`config.mk`:
```
export PLATFORM = sky130hd
export DESIGN_NAME = rx_word_packer
export DESIGN_NICKNAME = d
export VERILOG_FILES = /design/src/rtl/rx_word_packer.sv
export SDC_FILE = /design/constraint.sdc
export NUM_CORES = 1
export LEC_CHECK = 0
export BUFFER_PORTS_ARGS = -buffer_cell sky130_fd_sc_hd__buf_2
export CAP_MARGIN = 30
export CELL_PAD_IN_SITES_DETAIL_PLACEMENT = 1
export CELL_PAD_IN_SITES_GLOBAL_PLACEMENT = 1
export CORE_MARGIN = 3
export CORE_UTILIZATION = 50
export DETAILED_ROUTE_END_ITERATION = 10
export PLACE_DENSITY_LB_ADDON = 0.05
export SLEW_MARGIN = 20
export SYNTH_ARGS = -nofsm -noshare
export SYNTH_HDL_FRONTEND = slang
export SYNTH_SLANG_ARGS = --single-unit
```
`constraint.sdc`:
```
create_clock -name clk_in -period 3.3 [get_ports clk_in]
set_input_delay 0.33 -clock clk_in [delete_from_list [all_inputs] [get_ports clk_in]]
set_output_delay 0.33 -clock clk_in [all_outputs]
set_load 0.1 [all_outputs]
```
`src/rtl/rx_word_packer.sv`:
```
// rtl/rx_word_packer.sv - packs received bytes little-endian into words queued in a FWFT FIFO (optional RX_WORD_PACKER_TIMEOUT_EN)
module rx_word_packer #(
  parameter int BYTES_PER_WORD = 4,
  parameter int FIFO_DEPTH     = 4,
  parameter int TIMEOUT_CYCLES = 100000
) (
  input  logic                        clk_in,
  input  logic                        rst_in,
  input  logic [7:0]                  byte_in,
  input  logic                        byte_valid_in,
  output logic [8*BYTES_PER_WORD-1:0] word_out,
  output logic                        word_valid_out,
  input  logic                        word_ready_in,
  output logic                        overflow_out,
  output logic                        timeout_out,
  output logic                        busy_out
);

  localparam int WORD_W = 8 * BYTES_PER_WORD;
  localparam int CNT_W  = $clog2(BYTES_PER_WORD);
  localparam int PTR_W  = $clog2(FIFO_DEPTH);
  localparam int OCC_W  = PTR_W + 1;

  logic [CNT_W-1:0]  r_byte_cnt;
  logic [WORD_W-1:0] r_partial;
  logic [WORD_W-1:0] r_mem [FIFO_DEPTH];
  logic [PTR_W-1:0]  r_wr_ptr;
  logic [PTR_W-1:0]  r_rd_ptr;
  logic [OCC_W-1:0]  r_occ;
  logic              r_overflow;

  logic              w_last;
  logic              w_empty;
  logic              w_full;
  logic              w_pop;
  logic              w_push;
  logic              w_expire;
  logic [WORD_W-1:0] w_word;

  // The final byte always lands in the top lane, so the completed word is
  // formed combinationally and written to the FIFO at the same edge.
  assign w_last  = byte_valid_in && (r_byte_cnt == CNT_W'(BYTES_PER_WORD - 1));
  assign w_word  = {byte_in, r_partial[WORD_W-9:0]};
  assign w_empty = (r_occ == '0);
  assign w_full  = (r_occ == OCC_W'(FIFO_DEPTH));
  assign w_pop   = !w_empty && word_ready_in;
  assign w_push  = w_last && (!w_full || w_pop);

  assign word_valid_out = !w_empty;
  assign word_out       = w_empty ? '0 : r_mem[r_rd_ptr];
  assign overflow_out   = r_overflow;
  assign busy_out       = (r_byte_cnt != '0);

`ifdef RX_WORD_PACKER_TIMEOUT_EN
  logic [23:0] r_to_cnt;
  logic        r_timeout;

  // A byte in the expiry cycle wins, so expiry requires no byte this cycle.
  assign w_expire    = busy_out && !byte_valid_in && (r_to_cnt == 24'(TIMEOUT_CYCLES - 1));
  assign timeout_out = r_timeout;

  // Idle-clock counter between bytes of a word, plus the one-cycle pulse.
  always_ff @(posedge clk_in or posedge rst_in) begin
    if (rst_in) begin
      r_to_cnt  <= '0;
      r_timeout <= 1'b0;
    end else begin
      r_timeout <= w_expire;
      if (byte_valid_in || w_expire || !busy_out) begin
        r_to_cnt <= '0;
      end else begin
        r_to_cnt <= r_to_cnt + 24'd1;
      end
    end
  end
`else
  assign w_expire    = 1'b0;
  assign timeout_out = 1'b0;
`endif

  // Byte lane counter and partial-word assembly.
  always_ff @(posedge clk_in or posedge rst_in) begin
    if (rst_in) begin
      r_byte_cnt <= '0;
      r_partial  <= '0;
    end else if (byte_valid_in) begin
      r_partial[r_byte_cnt*8 +: 8] <= byte_in;
      r_byte_cnt <= w_last ? '0 : r_byte_cnt + CNT_W'(1);
    end else if (w_expire) begin
      r_byte_cnt <= '0;
    end
  end

  // FIFO storage needs no reset: reads are masked while empty.
  always_ff @(posedge clk_in) begin
    if (w_push) begin
      r_mem[r_wr_ptr] <= w_word;
    end
  end

  // FIFO pointers, occupancy and the sticky drop flag.
  always_ff @(posedge clk_in or posedge rst_in) begin
    if (rst_in) begin
      r_wr_ptr   <= '0;
      r_rd_ptr   <= '0;
      r_occ      <= '0;
      r_overflow <= 1'b0;
    end else begin
      if (w_push) begin
        r_wr_ptr <= r_wr_ptr + PTR_W'(1);
      end
      if (w_pop) begin
        r_rd_ptr <= r_rd_ptr + PTR_W'(1);
      end
      case ({w_push, w_pop})
        2'b10:   r_occ <= r_occ + OCC_W'(1);
        2'b01:   r_occ <= r_occ - OCC_W'(1);
        default: r_occ <= r_occ;
      endcase
      if (w_last && w_full && !w_pop) begin
        r_overflow <= 1'b1;
      end
    end
  end

endmodule

```
# Yosys cells after proc, flatten, opt, wreduce, memory -nomap -nowiden
# Memory sizes are Yosys's and may differ from the RTL's.
# Cells that the tools add are included.
# word_totals
regBits,42
mem_bits_rw,128
inputBits,12
out_inout_bits,36
elab_cells,37
n_memories,1
# mem_list
name,words,word_bits,rd,rd_ports_with_merged_regs,wr,line_no,rtl
r_mem,4,32,1,0,1,26,logic [WORD_W-1:0] r_mem [FIFO_DEPTH];
# classes
addsub,6
eq_ne,4
shifts,2
muxes,6
n_reduce_logical,12
# ops
op,count
$neg A5 Y34,1
$shift A8 B34 Y32 const A,1
$shiftx A8 B34 Y32,1
$bwmux W32,1
$mux W32,1
$add A2 B1 Y2 const B,3
$pmux W3 S2,1
$logic_and A1 B1 Y1,5
$eq A2 B2 Y1 const B,2
$reduce_bool A2 Y1,2
$add A3 B1 Y3 const B,1
$eq A3 B3 Y1 const B,1
$logic_not A1 Y1,3
$logic_not A3 Y1,1
$sub A3 B1 Y3 const B,1
$eq A2 B1 Y1 const B,1
$mux W1,2
$mux W2,1
$logic_or A1 B1 Y1,1

# Longest topological paths before layout
# Gate-level depths: netlist of the first run.
# depth
depth_word,7
ltp_mapped,8
depth_no_buf,7

# Worst setup path before layout of the first run
# Ideal clock, no wire load.
# synth_timing
kind,reg2reg
from,reg r_occ[1]
to,reg r_occ[2]
setup_ns,0.087
t_arrival_ns,2.256
t_required_ns,3.213
path_slack_ns,0.958
path_stages_with_launch,9
path_buffers,2
synth_period_minus_slack_ns,2.342
cell_sequence,dfrtp_1 or3_1 buf_2 buf_2 nand3_1 fa_1 nand3b_1 or3_1 o211ai_1
# synth_between
elab_chain_cells,7
elab_cells_between_ends,13
cone_classes,add/sub (2); eq/ne (3); mux (1); reduce/logical (7)
# synth_rtl
item,line_no,rtl
start: declaration,29,logic [OCC_W-1:0] r_occ;
start signal: assignment,116,2'b10: r_occ <= r_occ + OCC_W'(1);
start signal: assignment,117,2'b01: r_occ <= r_occ - OCC_W'(1);
start signal: assignment,118,default: r_occ <= r_occ;
$logic_not A3 Y1 *,44,assign w_empty = (r_occ == '0);
$logic_not A1 Y1 *,-,
net word_valid_out,12,"output logic word_valid_out,"
$logic_and A1 B1 Y1 *,46,assign w_pop = !w_empty && word_ready_in;
$logic_or A1 B1 Y1,47,assign w_push = w_last && (!w_full || w_pop);
$logic_and A1 B1 Y1,47,
$eq A2 B1 Y1 or $eq A2 B2 Y1 (tied branches),115,"case ({w_push, w_pop})"
$pmux W3 S2 or $reduce_bool A2 Y1 (tied branches),-,
# The timed path passes the listed nets; every way through them passes the cells marked *.
# A chain may end at the register's enable or synchronous reset.

# Final worst setup path of the first run
# layout_timing
from,reg r_occ[1]
to,out word_out[7]
# layout_between
elab_chain_cells,2
# layout_rtl
item,line_no,rtl
$logic_not A3 Y1,44,
$mux W32,50,assign word_out = w_empty ? '0 : r_mem[r_rd_ptr];
end: declaration,11,"output logic [8*BYTES_PER_WORD-1:0] word_out,"
# No other way between the ends.

==> results.json, run 1 <==
{
  "ys_ff_latch": 162,
  "synthDistinctLibCells": 39,
  "grtUsageTotal_pct": 19.0,
  "core-area_sq_mm": 0.0124,
  "crit_type": "flop to primary output",
  "cpMaxStageDelayCell": "or3_1",
  "met3_usage_pct": 4.01,
  "syn2layout_area_growth_pct": 16.1,
  "ios": 48,
  "synth_area_leaders": "edfxtp_1, dfrtp_1, mux4_2",
  "end_kind": "primary output",
  "register_area_sq_mm": 0.00470,
  "initial_core_util_pct": 52.5,
  "gp_routability_congestion": 0.717,
  "ys_seq_area_share_pct": 72.3,
  "whs_ps": 211,
  "synth_flop_cell": "edfxtp_1",
  "multi_input_area_sq_mm": 0.00162,
  "path_cells": "or3_1, buf_4, and2_1, buf_2",
  "synth_commonest_cells": "edfxtp_1, and2_1, dfrtp_1, mux4_2, a22o_1",
  "nFillCells": 1075,
  "grt-busiest-layer": "met2",
  "viasPerCell": 5.69,
  "skew_ps": 6.94,
  "cts_tree": "built",
  "place_hpwl_um": 7670,
  "grt_use_met2_pct": 30.7,
  "gr-usage-met1_pct": 25.1,
  "synth_most_common_cell": "edfxtp_1",
  "drt-total-wl_um": 12600,
  "min_path_type": "input pin to flop",
  "synth_top_area_cell": "edfxtp_1",
  "cts-buffers-inserted": 17,
  "report.final.hold_viol_count": 0,
  "n_antenna_cell": 0,
  "htreeDepth": 4,
  "avgSynthCellArea_sq_um": 19.3,
  "rsz0062_at_grt": "false",
  "clk_latency_ps": 420,
  "cts_buffer_depth": 2,
  "critPathBufInv": 2,
  "cts-resized-gates": 0,
  "synth_cells": 337,
  "grt_pass1_vias": 3429,
  "crit_path_max_incr_delay_ps": 510,
  "min_period_ps": 2630,
  "routedWlPerCell_um": 21.9,
  "drcViolationCount": 0,
  "fp-row-count": 40,
  "drive_gt1_share_pct": 29.7,
  "syn_area_sq_mm": 0.00649,
  "cts_root_buffer": "clkbuf_16",
  "grt_pass1_wl_um": 20000,
  "cts_sinks": 162,
  "drt_iter0_markers": 211,
  "die_x_um": 120,
  "critPathMaxFanout": 20,
  "cp-start-kind": "flop",
  "postSynth.asyncResetShare_pct": 21.0,
  "finalNetCount": 417,
  "grt-ovfl-total": 0,
  "die_h_um": 120,
  "dr.pass1.iters": 4,
  "max_clock_freq_mhz": 380,
  "critical_path.top_delay_family": "buffers and inverters",
  "status": "completed",
  "yosysWarnings": 0,
  "synth_edf_count": 128,
  "cp.required_ps": 2970,
  "worst_pin_slew_ps": 570,
  "slew-limit-headroom_pct": 62.0,
  "slew_viol_final": 0,
  "synth_nets": 359,
  "vias": 3275,
  "netlist.area_leader.share_pct": 59.2,
  "antenna_found_initial": 0,
  "grt_max_degree": 35,
  "clk_pin_slew_ps": 60,
  "setup_viol": 0,
  "numPortBuffers": 46,
  "dieArea_sq_mm": 0.0144,
  "antenna_left": 0,
  "fin_crit_sh_pct": 79.7,
  "cp.arrival_ps": 2300,
  "drv_cap": 0,
  "fin_setup_tns_ps": 0
}
final timing paths:
kind                               start       endpoint  slack [ps]  cells past startpoint
setup / recovery                r_occ[1]    word_out[7]         670                      4
hold / removal                byte_in[5]   r_mem[1][29]         210                      1
setup reg to reg           r_byte_cnt[0]    r_mem[2][3]         990                      5
hold reg to reg             overflow_out   overflow_out         470                      1
max in group asynchronous         rst_in  r_partial[19]        2250                      5
min in group asynchronous         rst_in       r_occ[1]         440                      3
sequential cells by signal, indices dropped and copies added, names as in the netlist:
| name | cells |
|---|---|
| overflow_out | 1 |
| r_rd_ptr | 2 |
| r_byte_cnt | 2 |
| r_partial | 24 |
| r_wr_ptr | 2 |
| r_mem | 128 |
| r_occ | 3 |
layout make-up:
type / instances / share of cell area [%]
Sequential cell: 162 / 62.3
Multi-Input combinational cell: 147 / 21.5
Clock buffer: 17 / 5.65
Timing Repair Buffer: 58 / 4.88
Tap cell: 168 / 2.79
Clock inverter: 15 / 2.44
Inverter: 9 / 0.448
cells by family (layout without fill, tap and decap cells):
family / Yosys count / count (layout) / share of synthesized area [%]
DFF: 162 / 162 / 72.3
and+or+nand+nor: 63 / 63 / 6.13
AOI/OAI and AO/OA: 37 / 37 / 4.76
muxes: 33 / 33 / 11.5
buffers and inverters: 28 / 99 / 2.76
adders and majority gates: 10 / 10 / 2.04
xor gates and xnor gates: 3 / 3 / 0.405
other: 1 / 1 / 0.0578
routing by layer:
metal	wire, um	share of wire (%)
met5	0	0
met4	239	1.9
met3	457	3.6
met2	6410	51
met1	5530	44
metrics by stage:
stage	instance area, sq um	std cells	utilization [%]	setup slack [ps]
floorplan	6490	337	-	958
global placement	6890	542	55.7	1050
detailed placement	6890	542	55.7	988
CTS	7500	574	60.6	605
global route	7530	576	60.9	472
finish	7530	576	60.9	670
cell usage in the layout (no fill, tap or decap), drive strengths merged, types with 2 or more instances in the layout:
| cell type | Yosys | routed |
|---|---|---|
| edfxtp | 128 | 128 |
| mux4 | 32 | 32 |
| nand4 | 2 | 2 |
| inv | 9 | 12 |
| clkbuf | 3 | 17 |
| a21o | 2 | 2 |
| dfrtp | 34 | 34 |
| bufinv | 0 | 3 |
| and3b | 3 | 3 |
| and2 | 37 | 37 |
| xnor2 | 3 | 3 |
| buf | 16 | 57 |
| nor2 | 2 | 2 |
| a22o | 24 | 24 |
| and3 | 2 | 2 |
| clkinvlp | 0 | 3 |
| or3 | 2 | 2 |
| nand3 | 4 | 4 |
| a21boi | 2 | 2 |
| clkinv | 0 | 6 |
| ha | 9 | 9 |
| nand2 | 7 | 7 |
timing repair:
item	in CTS	in global routing
hold endpoints to repair	0	6
endpoints found under the setup margin	0	0
hold buffers	0	1
buffers inserted	0	0
Power of run 1 is left out: the tool's default activity adds up to more than one toggle a clock period on the data nets, which glitch-free logic cannot reach.
==> run 2, diff against run 1 <==
--- a/config.mk
+++ b/config.mk
@@ -10,7 +10,7 @@
 export CELL_PAD_IN_SITES_DETAIL_PLACEMENT = 1
 export CELL_PAD_IN_SITES_GLOBAL_PLACEMENT = 1
 export CORE_MARGIN = 3
-export CORE_UTILIZATION = 50
+export CORE_UTILIZATION = 47
 export DETAILED_ROUTE_END_ITERATION = 10
 export PLACE_DENSITY_LB_ADDON = 0.05
 export SLEW_MARGIN = 20
==> constraint.sdc (replaced) <==
create_clock -name clk_in -period 2.4 [get_ports clk_in]
set_input_delay 0.24 -clock clk_in [delete_from_list [all_inputs] [get_ports clk_in]]
set_output_delay 0.24 -clock clk_in [all_outputs]
set_load 0.1 [all_outputs]
==> results.json, run 2 (synthesis results as in run 1) <==
{
  "n_antenna_cell": 0,
  "nFillCells": 1177,
  "antenna_found_initial": 0,
  "largest_reg_flops": 128,
  "gp_routability_congestion": 0.724,
  "crit_path_max_incr_delay_ps": 570,
  "grt_max_degree": 35,
  "final_common_cell": "edfxtp_1",
  "numPortBuffers": 46,
  "wl_met3_um": 577,
  "die_h_um": 124,
  "regMostFlops": "r_mem",
  "end_kind": "primary output",
  "drt_iter0_markers": 285,
  "antenna_left": 0,
  "cts_buffer_depth": 2,
  "fin_setup_tns_ps": 0,
  "clk_latency_ps": 410,
  "cts_sinks": 162,
  "critPathMaxFanout": 22,
  "whs_ps": 137,
  "dr.pass1.iters": 4,
  "initial_core_util_pct": 48.6,
  "wl_met2_um": 6850,
  "critPathBufInv": 2,
  "status": "completed",
  "report.final.hold_viol_count": 0,
  "fin_crit_sh_pct": 96.0,
  "rsz0062_at_grt": "false",
  "dieArea_sq_mm": 0.0153,
  "drcViolationCount": 0,
  "grt_pass1_vias": 3590,
  "grtUsageTotal_pct": 19.1,
  "place_hpwl_um": 8450,
  "syn2layout_area_growth_pct": 22.9,
  "grt-ovfl-total": 0,
  "crit_type": "flop to primary output",
  "cpMaxStageDelayCell": "mux4_1",
  "fp-row-count": 42,
  "htreeDepth": 4,
  "largestRegisters": "r_mem: 128 flops, r_partial: 24 flops, r_occ: 3 flops",
  "max_clock_freq_mhz": 434,
  "critical_path.top_delay_family": "multiplexers",
  "path_cells": "buf_12, mux4_1, and2_1, clkbuf_4",
  "skew_ps": 8.21,
  "drt-total-wl_um": 13200,
  "drv_cap": 0,
  "cp.arrival_ps": 2060,
  "ios": 48,
  "worst_pin_slew_ps": 533,
  "min_period_ps": 2300,
  "finalNetCount": 421,
  "drive_gt1_share_pct": 28.2,
  "slew_viol_final": 0,
  "cts_root_buffer": "clkbuf_16",
  "die_x_um": 124,
  "grt_pass1_wl_um": 21000,
  "cp.required_ps": 2160,
  "cts-buffers-inserted": 17,
  "min_path_type": "input pin to flop",
  "vias": 3317,
  "mostFrequentLayoutCells": "edfxtp_1, and2_1, dfrtp_1, buf_12, mux4_2",
  "viasPerCell": 5.65,
  "route.layer.met1.wl_um": 5510,
  "cts_tree": "built",
  "core-area_sq_mm": 0.0133,
  "setup_viol": 0,
  "cp-start-kind": "flop",
  "routedWlPerCell_um": 22.6,
  "top_layer_used": "met4",
  "slew-limit-headroom_pct": 64.2,
  "clk_pin_slew_ps": 60,
  "postCtsSetupRepairBufs": 0
}
==> run 2: changes by cell type in the layout (fill, tap and decap cells not counted) <==
cell and change:
buf_12 +31, buf_16 -1, buf_2 -30, buf_4 +2, clkbuf_1 +5, clkbuf_4 +2
clkbuf_8 +1, clkinv_1 +3, clkinv_4 -4, clkinvlp_4 -3, inv_6 -3
==> run 2: path summary, 6_finish.rpt <==
kind / from / end / slack, ps / cells after the start
max: r_rd_ptr[0] / word_out[0] / 100 / 4
min: byte_in[6] / r_mem[3][30] / 140 / 1
max reg2reg: r_byte_cnt[0] / r_mem[1][18] / 370 / 5
min reg2reg: overflow_out / overflow_out / 460 / 1
max in group asynchronous: rst_in / r_rd_ptr[0] / 1550 / 4
min in group asynchronous: rst_in / r_wr_ptr[0] / 480 / 4
==> run 2: final cells by class <==
cell class / instances / area, sq um / share of cell area [%]
repair buffers: 62 / 841 / 10.5
well taps: 176 / 220 / 2.76
clock inverters: 8 / 111 / 1.40
clock buffers: 23 / 458 / 5.74
inverters: 9 / 33.8 / 0.424
flip-flops and latches: 162 / 4700 / 58.9
multi-input cells: 147 / 1620 / 20.3
==> run 2: what timing repair did <==
| action | 4_1_cts | 5_1_grt |
|---|---|---|
| endpoints found under the setup margin | 0 | 2 |
| hold buffers | 1 | 0 |
| endpoints found under the hold margin | 34 | 0 |
| resized for setup | 0 | 2 |
==> run 2: through the flow <==
stage / instance area (sq um) / worst slack (ps) / util [%] / std cells
3_3_place_gp: 7390 / 493 / 55.4 / 555
6_report: 7980 / 96.0 / 59.8 / 587
4_1_cts: 7970 / 51.4 / 59.7 / 587
3_5_place_dp: 7390 / 371 / 55.4 / 555
5_1_grt: 7980 / 2.01 / 59.8 / 587
2_1_floorplan: 6490 / 57.6 / - / 337
==> run 2: metal layers <==
layer,up-vias,track usage [%]
met5,-,0
met4,0,7.34
met1,1756,25.0
li1,1458,-
met2,84,31.5
met3,19,4.16
==> run 2: worst register-to-register path, delay by kind of cell, from the launching register on <==
family,cells,cell delay (ps)
and+or+nand+nor,3,800
DFF,1,460
buffers and inverters,1,240
adders and majority gates,1,210
Power of run 2 is left out for the same reason.
==> run 3, diff against run 2 <==
--- a/config.mk
+++ b/config.mk
@@ -5,12 +5,13 @@
 export SDC_FILE = /design/constraint.sdc
 export NUM_CORES = 1
 export LEC_CHECK = 0
+export ABC_AREA = 1
 export BUFFER_PORTS_ARGS = -buffer_cell sky130_fd_sc_hd__buf_2
 export CAP_MARGIN = 30
 export CELL_PAD_IN_SITES_DETAIL_PLACEMENT = 1
 export CELL_PAD_IN_SITES_GLOBAL_PLACEMENT = 1
 export CORE_MARGIN = 3
-export CORE_UTILIZATION = 47
+export CORE_UTILIZATION = 44
 export DETAILED_ROUTE_END_ITERATION = 10
 export PLACE_DENSITY_LB_ADDON = 0.05
 export SLEW_MARGIN = 20
==> results.json, run 3 <==
{
  "crit_path_max_incr_delay_ps": 380,
  "placed_cells": 766,
  "final_cell_count_no_fill": 804,
  "end_kind": "primary output",
  "grt-ovfl-total": 0,
  "dr.pass1.iters": 5,
  "report.final.hold_viol_count": 0,
  "ff2ff_path_depth": 6,
  "cts_buffer_depth": 2,
  "synth_top_area_cell": "edfxtp_1",
  "mostFrequentLayoutCells": "nor2_1, edfxtp_1, o21ai_0",
  "n_antenna_cell": 0,
  "critPathMaxFanout": 34,
  "gp_routability_congestion": 0.747,
  "min_period_ps": 2230,
  "cts_sinks": 162,
  "fin_area_sq_mm": 0.00837,
  "ys_seq_area_share_pct": 72.2,
  "drive_gt1_share_pct": 20.8,
  "clk_pin_slew_ps": 60,
  "avgSynthCellArea_sq_um": 11.8,
  "grtUsageTotal_pct": 21.1,
  "fp-row-count": 43,
  "cts-buffers-inserted": 17,
  "ys_ff_latch": 162,
  "drv_cap": 0,
  "rr_endpoint": "r_mem[0][15]",
  "slew_viol_final": 0,
  "htreeDepth": 4,
  "multi_input_area_sq_mm": 0.00190,
  "cpMaxStageDelayCell": "dfrtp_2",
  "cp.required_ps": 2160,
  "yosysWarnings": 0,
  "antenna_found_initial": 0,
  "regMostFlops": "r_mem",
  "synth_flop_cell": "edfxtp_1",
  "status": "completed",
  "place_hpwl_um": 9800,
  "numPortBuffers": 46,
  "postSynth.asyncResetShare_pct": 21.0,
  "initial_core_util_pct": 46.0,
  "grt_max_degree": 66,
  "die_h_um": 128,
  "drt_iter0_markers": 304,
  "synth_commonest_cells": "nor2_1, edfxtp_1, o21ai_0, nand2_1, o21ai_1",
  "cp.arrival_ps": 1990,
  "finalNetCount": 633,
  "slew-limit-headroom_pct": 63.2,
  "crit_type": "flop to primary output",
  "path_cells": "buf_4, nor2_1, nor2_1, o21ai_0, a21oi_4, buf_12",
  "setup_viol": 0,
  "largestRegisters": "r_mem: 128 flops, r_partial: 24 flops, r_occ: 3 flops",
  "final_common_cell": "nor2_1",
  "antenna_left": 0,
  "syn2layout_area_growth_pct": 28.7,
  "crit_end": "word_out[11]",
  "synth_area_leaders": "edfxtp_1, dfrtp_1, nor2_1",
  "rsz0062_at_grt": "false",
  "routedWlPerCell_um": 19.6,
  "grt_pass1_wl_um": 25900,
  "drcViolationCount": 0,
  "skew_ps": 6.07,
  "core-area_sq_mm": 0.0141,
  "die_x_um": 128,
  "max_clock_freq_mhz": 448,
  "synth_edf_count": 128,
  "nFillCells": 1416,
  "synth_cells": 551,
  "vias": 4269,
  "clk_latency_ps": 420,
  "viasPerCell": 5.31,
  "drt-total-wl_um": 15700,
  "min_path_type": "input pin to flop",
  "synthDistinctLibCells": 22,
  "cts_tree": "built",
  "netlist.area_leader.share_pct": 59.1,
  "grt_pass1_vias": 4773,
  "worst_pin_slew_ps": 551,
  "largest_reg_flops": 128,
  "postPlaceCellArea_sq_mm": 0.00778,
  "ios": 48,
  "cts_root_buffer": "clkbuf_16",
  "syn_area_sq_mm": 0.00650,
  "synth_nets": 573,
  "crit_top_cell": "nor2_1",
  "reg2reg_from": "r_byte_cnt[0]",
  "cp-start-kind": "flop",
  "timing.critical_path.from": "r_rd_ptr[0]",
  "reg2reg_slack_ps": 470,
  "fin_crit_sh_pct": 93.0,
  "register_area_sq_mm": 0.00470,
  "dieArea_sq_mm": 0.0163,
  "synth_most_common_cell": "nor2_1"
}
## run 3: cell types whose count changed after synthesis, sizes merged, moves of 32 or more
cell and delta:
a21oi +33, and2 -37, mux4 -32, nand2 +42, nor2 +135, o21ai +90
## run 3: logic make-up after synthesis
kind of cell | after synthesis | share of synthesized area [%]
simple gates | 196 | 11.5
flops | 162 | 72.2
compound gates | 126 | 9.73
buf+inv | 54 | 4.19
fa+ha+maj | 10 | 2.04
xor+xnor | 2 | 0.269
other cells | 1 | 0.0576
## run 3: per-stage QoR
stage / hold WS [ps] / utilization [%] / setup slack, ps / TNS, ps
after floorplan: 339 / - / -234 / -29960
after global placement: 311 / 55.0 / 541 / 0
after detailed placement: 321 / 55.0 / 494 / 0
after CTS: 82.6 / 58.9 / 50.2 / 0
after global routing: 82.1 / 59.2 / 37.8 / 0
final: 95.8 / 59.2 / 167 / 0
## run 3: worst min-delay path by stage
stage / start / end / cells past startpoint / slack, ps
floorplan: byte_in[0] / r_mem[0][24] / 0 / 340
global placement: rst_in / overflow_out / 2 / 310
detailed placement: rst_in / overflow_out / 2 / 320
CTS: byte_in[6] / r_mem[0][30] / 1 / 80
global route: byte_in[6] / r_mem[0][30] / 1 / 80
finish: byte_in[6] / r_mem[0][30] / 1 / 100
## run 3: worst max-delay path, delay by kind of cell, from the launching register on
kind	cells	cell delay, ps
buf+inv	2	550
compound gates	2	390
flops	1	380
simple gates	2	230
## run 3: metal layers
layer  track usage [%]  wire length, um  up-vias  part of all wire [%]
met2              35.6             8150       65                    52
li1                  -                -     2012                     -
met3              4.22              428       13                   2.7
met5                 0                0        -                     0
met1              27.3             6980     2179                    44
met4              7.18              164        0                   1.0
## run 3: area by class of cell
cell class	instances	share of cell area [%]
clock inverters	8	1.03
clock buffers	24	5.40
inverters	28	1.30
multi-input cells	335	22.6
well taps	180	2.69
flip-flops and latches	162	56.1
repair buffers	67	10.9
## run 3: repair_timing
| item | 4_1_cts | 5_1_grt |
|---|---|---|
| setup buffers | 0 | 5 |
| hold buffers | 1 | 0 |
| hold endpoints to repair | 12 | 0 |
| resized for setup | 0 | 1 |
| setup endpoints to repair | 0 | 19 |
Power of run 3 is left out for the same reason.
